==> config.mk <==
export PLATFORM = sky130hd
export DESIGN_NAME = pipeline_hazard_ctrl
export DESIGN_NICKNAME = d
export VERILOG_FILES = /design/src/rtl/pipe_ctrl_pkg.sv /design/src/rtl/pipeline_hazard_ctrl_hazard_detect.sv /design/src/rtl/pipeline_hazard_ctrl.sv
export SDC_FILE = /design/constraint.sdc
export NUM_CORES = 1
export LEC_CHECK = 0
export CAP_MARGIN = 20
export CORE_UTILIZATION = 40
export DETAILED_ROUTE_END_ITERATION = 8
export HOLD_SLACK_MARGIN = 0.08
export PLACE_DENSITY = 0.88
export RECOVER_POWER = 100
export SLEW_MARGIN = 5
export SYNTH_ARGS = -nofsm -noshare
export SYNTH_HDL_FRONTEND = slang
export SYNTH_SLANG_ARGS = --single-unit
==> constraint.sdc <==
create_clock -name clk -period 6.55 [get_ports clk]
set_input_delay 1.31 -clock clk [delete_from_list [all_inputs] [get_ports clk]]
set_output_delay 1.31 -clock clk [all_outputs]
set_load 0.01 [all_outputs]
==> src/rtl/pipe_ctrl_pkg.sv <==
// Shared definitions for the pipeline hazard controller: FSM states,
// the opcodes that read rt in the ID stage, and the NOP encoding.
package pipe_ctrl_pkg;

  typedef enum logic [1:0] {
    RUN        = 2'd0,
    LOAD_STALL = 2'd1,
    FLUSH      = 2'd2,
    DMEM_WAIT  = 2'd3
  } pipe_state_e;

  localparam logic [5:0] OP_RTYPE = 6'h00;
  localparam logic [5:0] OP_BEQ   = 6'h04;
  localparam logic [5:0] OP_BNE   = 6'h05;
  localparam logic [5:0] OP_SW    = 6'h2B;

  localparam logic [31:0] NOP_INSTN = 32'h0000_0000;

  // Flush counter width; wide enough for the largest penalty reload (3).
  localparam int CNT_W = 3;

  // An instruction reads rt as a source only for these opcodes.
  function automatic logic op_uses_rt(input logic [5:0] opcode);
    return (opcode == OP_RTYPE) || (opcode == OP_BEQ) ||
           (opcode == OP_BNE)   || (opcode == OP_SW);
  endfunction

endpackage

==> src/rtl/pipeline_hazard_ctrl_hazard_detect.sv <==
// hazard_detect: combinational load-use compare between the load in
// ID/EX and the source registers of the instruction held in IF/ID.
module hazard_detect
  import pipe_ctrl_pkg::*;
(
  input  logic [15:0] instn_hi,
  input  logic        idex_mem_read,
  input  logic [4:0]  idex_rt,
  output logic        load_use
);

  logic [5:0] opcode;
  logic [4:0] rs;
  logic [4:0] rt;

  assign opcode = instn_hi[15:10];
  assign rs     = instn_hi[9:5];
  assign rt     = instn_hi[4:0];

  // A load into $zero never creates a dependency; rt only counts when read.
  always_comb begin
    load_use = idex_mem_read && (idex_rt != 5'd0) &&
               ((idex_rt == rs) || (op_uses_rt(opcode) && (idex_rt == rt)));
  end

endmodule

==> src/rtl/pipeline_hazard_ctrl.sv <==
// pipeline_hazard_ctrl: PC / IF/ID / ID/EX sequencing for the 5-stage core.
// Handles load-use bubbles, redirect flushes, imem misses and dmem freezes.
// Optional build macro PIPE_CTRL_STATS_EN adds saturating event counters.
module pipeline_hazard_ctrl
  import pipe_ctrl_pkg::*;
#(
  parameter int BRANCH_PENALTY = 1
) (
  input  logic        clk,
  input  logic        rst_n,
  input  logic [31:0] ifid_instn,
  input  logic        idex_mem_read,
  input  logic [4:0]  idex_rt,
  input  logic        redirect,
  input  logic        imem_ready,
  input  logic        dmem_ready,
  output logic        pc_write,
  output logic        ifid_write,
  output logic        ifid_flush,
  output logic        idex_bubble,
  output logic        pipe_freeze
`ifdef PIPE_CTRL_STATS_EN
  ,
  output logic [31:0] stall_count,
  output logic [31:0] flush_count,
  output logic [31:0] freeze_count
`endif
);

  localparam logic [CNT_W-1:0] PEN_RELOAD = CNT_W'(BRANCH_PENALTY - 1);

  pipe_state_e          state, state_nxt, saved_state, eff_state;
  logic [CNT_W-1:0]     cnt, cnt_nxt, saved_cnt, eff_cnt;
  logic                 load_use;
  logic                 unused_instn_lo;

  // Operand fields live in the upper half; the immediate/funct bits are not needed.
  assign unused_instn_lo = ^ifid_instn[15:0];

  hazard_detect u_hazard_detect (
    .instn_hi      (ifid_instn[31:16]),
    .idex_mem_read (idex_mem_read),
    .idex_rt       (idex_rt),
    .load_use      (load_use)
  );

  // While frozen, the interrupted state is evaluated as soon as dmem returns.
  always_comb begin
    eff_state = (state == DMEM_WAIT) ? saved_state : state;
    eff_cnt   = (state == DMEM_WAIT) ? saved_cnt   : cnt;
  end

  // State, flush counter and the context saved on entry to DMEM_WAIT.
  always_ff @(posedge clk or negedge rst_n) begin
    if (!rst_n) begin
      state       <= RUN;
      cnt         <= '0;
      saved_state <= RUN;
      saved_cnt   <= '0;
    end else begin
      state <= state_nxt;
      cnt   <= cnt_nxt;
      if (!dmem_ready && (state != DMEM_WAIT)) begin
        saved_state <= state;
        saved_cnt   <= cnt;
      end
    end
  end

  // Next state and control outputs, highest-priority condition first.
  always_comb begin
    pc_write    = 1'b1;
    ifid_write  = 1'b1;
    ifid_flush  = 1'b0;
    idex_bubble = 1'b0;
    pipe_freeze = 1'b0;
    state_nxt   = eff_state;
    cnt_nxt     = eff_cnt;

    if (!dmem_ready) begin
      pc_write    = 1'b0;
      ifid_write  = 1'b0;
      pipe_freeze = 1'b1;
      state_nxt   = DMEM_WAIT;
      cnt_nxt     = cnt;
    end else if (redirect) begin
      ifid_write  = 1'b0;
      ifid_flush  = 1'b1;
      idex_bubble = 1'b1;
      if (BRANCH_PENALTY > 1) begin
        state_nxt = FLUSH;
        cnt_nxt   = PEN_RELOAD;
      end else begin
        state_nxt = RUN;
        cnt_nxt   = '0;
      end
    end else if (eff_state == FLUSH) begin
      ifid_write = 1'b0;
      ifid_flush = 1'b1;
      if (eff_cnt <= CNT_W'(1)) begin
        state_nxt = RUN;
        cnt_nxt   = '0;
      end else begin
        cnt_nxt = eff_cnt - CNT_W'(1);
      end
    end else if (load_use && (eff_state == RUN)) begin
      pc_write    = 1'b0;
      ifid_write  = 1'b0;
      idex_bubble = 1'b1;
      state_nxt   = LOAD_STALL;
    end else if (!imem_ready) begin
      pc_write   = 1'b0;
      ifid_write = 1'b0;
      ifid_flush = 1'b1;
    end else begin
      state_nxt = RUN;
    end

    if (!rst_n) begin
      pc_write    = 1'b0;
      ifid_write  = 1'b0;
      ifid_flush  = 1'b1;
      idex_bubble = 1'b1;
      pipe_freeze = 1'b0;
    end
  end

`ifdef PIPE_CTRL_STATS_EN
  // Saturating per-cycle event counters; a bubble without flush is a load-use stall.
  always_ff @(posedge clk or negedge rst_n) begin
    if (!rst_n) begin
      stall_count  <= '0;
      flush_count  <= '0;
      freeze_count <= '0;
    end else begin
      if (idex_bubble && !ifid_flush && (stall_count != 32'hFFFF_FFFF))
        stall_count <= stall_count + 32'd1;
      if (ifid_flush && (flush_count != 32'hFFFF_FFFF))
        flush_count <= flush_count + 32'd1;
      if (pipe_freeze && (freeze_count != 32'hFFFF_FFFF))
        freeze_count <= freeze_count + 32'd1;
    end
  end
`endif

endmodule

* Word level (Yosys, flattened, before mapping) *
Cells that the tools add are included.

word-level totals
  word-level logic and storage cells = 61
  bits of input ports = 43
  flip-flop bits (word level) = 10
  memories kept = 0
  latch bits = 0
  bits in writable memories = 0
  memory bits (read-only) = 0

cells by class
  shift-type cells = 0
  $add $sub $neg = 1
  muxes and demuxes = 34
  equality and inequality tests = 8
  bitwise logic cells = 0
  div/mod/pow operators = 0
  order comparisons = 1
  multiply operators = 0
  reductions and logical operators = 13

operator list
  operator                                                        count
  two-way mux 1 bit                                               23
  two-way mux 2 bit                                               7
  equality test 6 x 3 -> 1 bit, second input constant             2
  two-way mux 3 bit                                               4
  equality test 5 bit                                             2
  equality test 6 bit, second input constant                      1
  zero test 6 bit                                                 1
  logical AND 1 bit                                               5
  nonzero test 5 bit                                              1
  equality test 2 bit, second input constant                      2
  logical OR 1 bit                                                4
  less-or-equal comparator 3 x 1 -> 1 bit, second input constant  1
  subtractor 3 x 1 -> 3 bit, second input constant                1
  zero test 2 bit                                                 1
  inequality test 2 bit, second input constant                    1
  zero test 1 bit                                                 1

* Depth between registers and ports, before layout *
  depth in word-level cells = 13
  gate-level depth with buffers = 10
  gate-level depth less buffers = 9

* By module *
A second synthesis with hierarchy kept.

unflattened totals
  cells, all modules = 89
  area, all modules = 842.1 µm²

modules (own cells, without submodules)
  module                instances  area an instance (µm²)  cells an instance
  pipeline_hazard_ctrl  1          689.4                   69
  hazard_detect         1          152.6                   20

* Worst setup path after synthesis *
Ideal clock, no wire load.

  kind = input to output
  start point = in ifid_instn[27]
  end point = out idex_bubble
  setup slack = 2.591 ns
  stages on the path = 4
  arrival = 2.649 ns
  cells stage by stage = or4_1 -> a2111o_1 -> o21a_1 -> a31oi_1

between the ends
  word-level cells in the longest chain between the ends = 13
  elaborated cells between the ends (all ways) = 16

ends and longest elaborated chain
  item                                                                    line                                      RTL
  start, declared                                                         pipeline_hazard_ctrl.sv:11                input logic [31:0] ifid_instn,
  equality test 6 x 3 -> 1 bit / zero test 6 bit (equally long branches)  pipe_ctrl_pkg.sv:24                       return (opcode == OP_RTYPE) || (opcode == OP_BEQ) ||
  logical OR 1 bit (2 in a row)                                           pipe_ctrl_pkg.sv:24
  logical OR 1 bit (*)                                                    pipe_ctrl_pkg.sv:25                       (opcode == OP_BNE) || (opcode == OP_SW);
  logical AND 1 bit (*)                                                   pipeline_hazard_ctrl_hazard_detect.sv:23  ((idex_rt == rs) || (op_uses_rt(opcode) && (idex_rt == rt)));
  logical OR 1 bit (*)                                                    pipeline_hazard_ctrl_hazard_detect.sv:23
  logical AND 1 bit (*)                                                   pipeline_hazard_ctrl_hazard_detect.sv:22  load_use = idex_mem_read && (idex_rt != 5'd0) &&
  logical AND 1 bit (*)                                                   pipeline_hazard_ctrl.sv:106               end else if (load_use && (eff_state == RUN)) begin
  two-way mux 1 bit (*)                                                   pipeline_hazard_ctrl.sv:106
  two-way mux 1 bit (*)                                                   pipeline_hazard_ctrl.sv:97                end else if (eff_state == FLUSH) begin
  two-way mux 1 bit (*)                                                   pipeline_hazard_ctrl.sv:86                end else if (redirect) begin
  two-way mux 1 bit (*)                                                   pipeline_hazard_ctrl.sv:80                if (!dmem_ready) begin
  two-way mux 1 bit (*)                                                   pipeline_hazard_ctrl.sv:119               if (!rst_n) begin
  end, declared                                                           pipeline_hazard_ctrl.sv:20                output logic idex_bubble,

Every way passes the cells marked *; elsewhere a longest branch is shown, timed or not.

* Worst setup path in the final report *
  start point = in idex_rt[1]
  end point = out pc_write

between the ends
  word-level cells in the longest chain between the ends = 10
  elaborated cells between the ends (all ways) = 13

ends and longest elaborated chain
  item                   line                                      RTL
  start, declared        pipeline_hazard_ctrl.sv:13                input logic [4:0] idex_rt,
  equality test 5 bit    pipeline_hazard_ctrl_hazard_detect.sv:23
  logical AND 1 bit      pipeline_hazard_ctrl_hazard_detect.sv:23
  logical OR 1 bit       pipeline_hazard_ctrl_hazard_detect.sv:23
  logical AND 1 bit (*)  pipeline_hazard_ctrl_hazard_detect.sv:22
  logical AND 1 bit (*)  pipeline_hazard_ctrl.sv:106
  two-way mux 1 bit (*)  pipeline_hazard_ctrl.sv:106
  two-way mux 1 bit (*)  pipeline_hazard_ctrl.sv:97
  two-way mux 1 bit (*)  pipeline_hazard_ctrl.sv:86
  two-way mux 1 bit (*)  pipeline_hazard_ctrl.sv:80
  two-way mux 1 bit (*)  pipeline_hazard_ctrl.sv:119
  end, declared          pipeline_hazard_ctrl.sv:17                output logic pc_write,

Marked as above.

==> impl_results.md <==
* Run status: finished, final reports clean
* WP data required at 5.24 ns
* Number of buffers added on ports at 31
* GRT overflow at 0
* Final antenna-violating net count at 0
* Number of flops mapped to enable cells by yosys at 0
* Setup TNS after final layout at 0 ns
* Total of warnings raised by yosys at 0
* Die Area at 2250 µm²
* I/O pin count at 48
* Portion of synthesized cell area occupied by the leading cell type at 0.303
* Number of gates resized after cts at 0
* CTS tree: done
* Sinks on the clock net at 10
* Number of global-route vias before repair at 811
* Detailed-routing iteration count for the pre-antenna-repair pass at 4
* Cell type with the highest aggregate area in the netlist: dfrtp_1
* Power density cells at 193 nW/µm²
* Number of inserted filler cells in the final layout at 175
* Portion of the post-synthesis area used by sequential elements at 0.303
* Critical Path Source Type: input pin
* Slew at the pin closest to its max-slew limit at 0.617 ns
* CP Data Arrival Time at 3.89 ns
* Post-synthesis cell area at 825 µm²
* Clock latency of the later-clocked register in the worst-skew pair at 0.27 ns
* Post-detailed-route via-to-cell ratio at 5.37
* Number of failing hold endpoints at the final stage at 0
* Type of the worst setup path: input pin to output pin
* Post-layout instance area at 1200 µm²
* Element type at the critical path end: output pin
* Number of antenna violations at the first check in global routing at 0
* Leakage at 0.484 nW
* DRC violation total after the first TritonRoute iteration at 10
* Post-CTS Repair Setup Buffers at 0
* Largest net degree at the start of global routing at 17
* Nets at 175
* Detailed-route via count at 837
* Post-route minimum period at 5.20 ns
* Achievable frequency at 192 MHz
* Worst supply voltage drop on vdd at 0.128 mV
* Final slew viol count at 0
* Most used standard cell by instance count after synthesis: dfrtp_1
* Average detailed-routed wire length per instance at 13.4 µm
* Cell count after synthesis at 96
* Hold bufs inserted after CTS at 0
* Post-synthesis average cell area at 8.59 µm²
* Worst Clk Skew at 0.0114 ns
* Total Wirelength at 2.10 mm
* Post-Synthesis Net Count at 141
* Library cell used as clock root buffer: clkbuf_4
* Final setup violation count at 0
* Number of H-tree branching levels at 1
* Critical Path Fanout Max at 4
* Number of buffers created by CTS at 3
* Seq cells post-synth at 10
* Clock transition at the register clock pins on the worst setup and hold paths after CTS at 0.06 ns
* Die extent in y at 47.4 µm
* Half-perimeter wire length after placement at 1.64 mm
* Kind of path behind the tightest hold check: flop to flop
* Layout cells sized above 1 at 0.0853
* Relative max-transition margin at 0.588
* Chip width at 47.4 µm
* Post-route fraction of the period consumed by the critical path at 0.793
* Unique cell type count in the Yosys netlist at 37
* Top flip-flop cell by instance count after synthesis: dfrtp_1
* Maximum buffer depth of the clock tree at 2
* Total global routing track utilization at 0.207
* Post-detailed-route DRC marker count at 0
* Number of rows in the core area at 16
* Total cell area at the placement stage at 1160 µm²
* Max-capacitance violation count at 0
* Initial core utilization at 0.425
* Relative area change from synthesis to final layout at 45.1%
* Unrepaired setup endpoints after global routing: false
* Core Region at 1940 µm²
* Area contributors post-synth: dfrtp_1 (30%), xnor2_1 (7.4%), mux2_2 (4.1%)
* Inserted Diodes at 0
* Most frequent cells after synthesis: dfrtp_1 (10), nor2_1 (8), xnor2_1 (7)
* Global-route wire length before repair at 3.24 mm
* Ys async rst share at 1.00
* Final GP Congestion at 0.832
[metrics by stage]
| stage | util | std cells | power (mW) | setup slack (ns) | hold WS [ns] |
|---|---|---|---|---|---|
| 6_report | 0.616 | 156 | 0.231 | 1.35 | 0.515 |
| 2_1_floorplan | - | 96 | 0.139 | 2.59 | 0.480 |
| 4_1_cts | 0.616 | 156 | 0.235 | 1.55 | 0.519 |
| 3_5_place_dp | 0.597 | 152 | 0.176 | 1.56 | 0.504 |
| 3_3_place_gp | 0.597 | 152 | 0.172 | 1.65 | 0.499 |
| 5_1_grt | 0.616 | 156 | 0.247 | 1.18 | 0.526 |
[state kept, by name (all words and copies together) (netlist names)]
name         flops
saved_cnt        3
cnt              3
state            2
saved_state      2
[final timing paths]
path / start / to / slack [ns] / cells past startpoint
worst max-delay path: idex_rt[1] / pc_write / 1.35 / 7
worst min-delay path: saved_cnt[2]$_DFFE_PN0P_ / saved_cnt[2]$_DFFE_PN0P_ / 0.52 / 1
worst max register to register: state[0]$_DFF_PN0_ / cnt[2]$_DFFE_PN0P_ / 4.34 / 8
worst min register to register: saved_cnt[2]$_DFFE_PN0P_ / saved_cnt[2]$_DFFE_PN0P_ / 0.52 / 1
max in group asynchronous: rst_n / cnt[2]$_DFFE_PN0P_ / 4.72 / 1
min in group asynchronous: rst_n / state[1]$_DFF_PN0_ / 1.46 / 1
[layout by cell type, fill, tap and decap left out, drive strengths merged, types with 2 or more instances in the layout]
| master | count |
|---|---|
| a21boi | 4 |
| a21oi | 6 |
| a31oi | 2 |
| clkbuf | 4 |
| clkdlybuf4s50 | 24 |
| dfrtp | 10 |
| dlygate4sd3 | 7 |
| ha | 2 |
| inv | 5 |
| mux2 | 3 |
| mux2i | 3 |
| nand2 | 4 |
| nand2b | 2 |
| nand3 | 4 |
| nand4 | 2 |
| nor2 | 8 |
| nor2b | 2 |
| nor3b | 2 |
| o211ai | 4 |
| o21ai | 6 |
| or4 | 2 |
| xnor2 | 7 |
| xor2 | 3 |
[critical path: stages]
cell	delay [ns]
dlygate4sd3_1	0.60
or4_1	0.55
o21ai_0	0.28
o21bai_1	0.23
o211ai_1	0.15
a21boi_0	0.15
dlygate4sd3_1	0.62
[routing by layer]
| metal | wire length [µm] | GRT usage | part of all wire | vias up |
|---|---|---|---|---|
| met5 | 0 | 0 | 0 | - |
| met4 | 17 | 0.0857 | 0.0081 | 0 |
| met3 | 214 | 0.0308 | 0.10 | 2 |
| met2 | 1020 | 0.416 | 0.49 | 31 |
| met1 | 841 | 0.203 | 0.40 | 388 |
| li1 | - | - | - | 416 |
[logic make-up (layout without fill, tap and decap cells)]
family | count (synthesis) | count (layout) | share of synthesized area
adder cells (fa/ha/maj) | 2 | 2 | 0.0303
AND/OR/NAND/NOR | 31 | 31 | 0.206
buffers and inverters | 7 | 40 | 0.0334
AO/OA/AOI/OAI | 30 | 30 | 0.243
XOR/XNOR | 10 | 10 | 0.106
flip-flops | 10 | 10 | 0.303
multiplexers | 6 | 6 | 0.0774
[power by group]
| part | switching (mW) | internal (mW) |
|---|---|---|
| logic | 0.0402 | 0.0470 |
| clock network | 0.0229 | 0.0338 |
| registers | 0.0119 | 0.0748 |
| total | 0.0749 | 0.156 |
[cell type report]
type	instances	area [µm²]	share of cell area
inverter	5	18.8	0.0157
timing repair buffer	31	310	0.259
clock buffer	4	36.3	0.0303
sequential	10	250	0.209
multi-input combinational	79	547	0.457
tap	27	33.8	0.0282
Power figures use the tool's default switching activity.
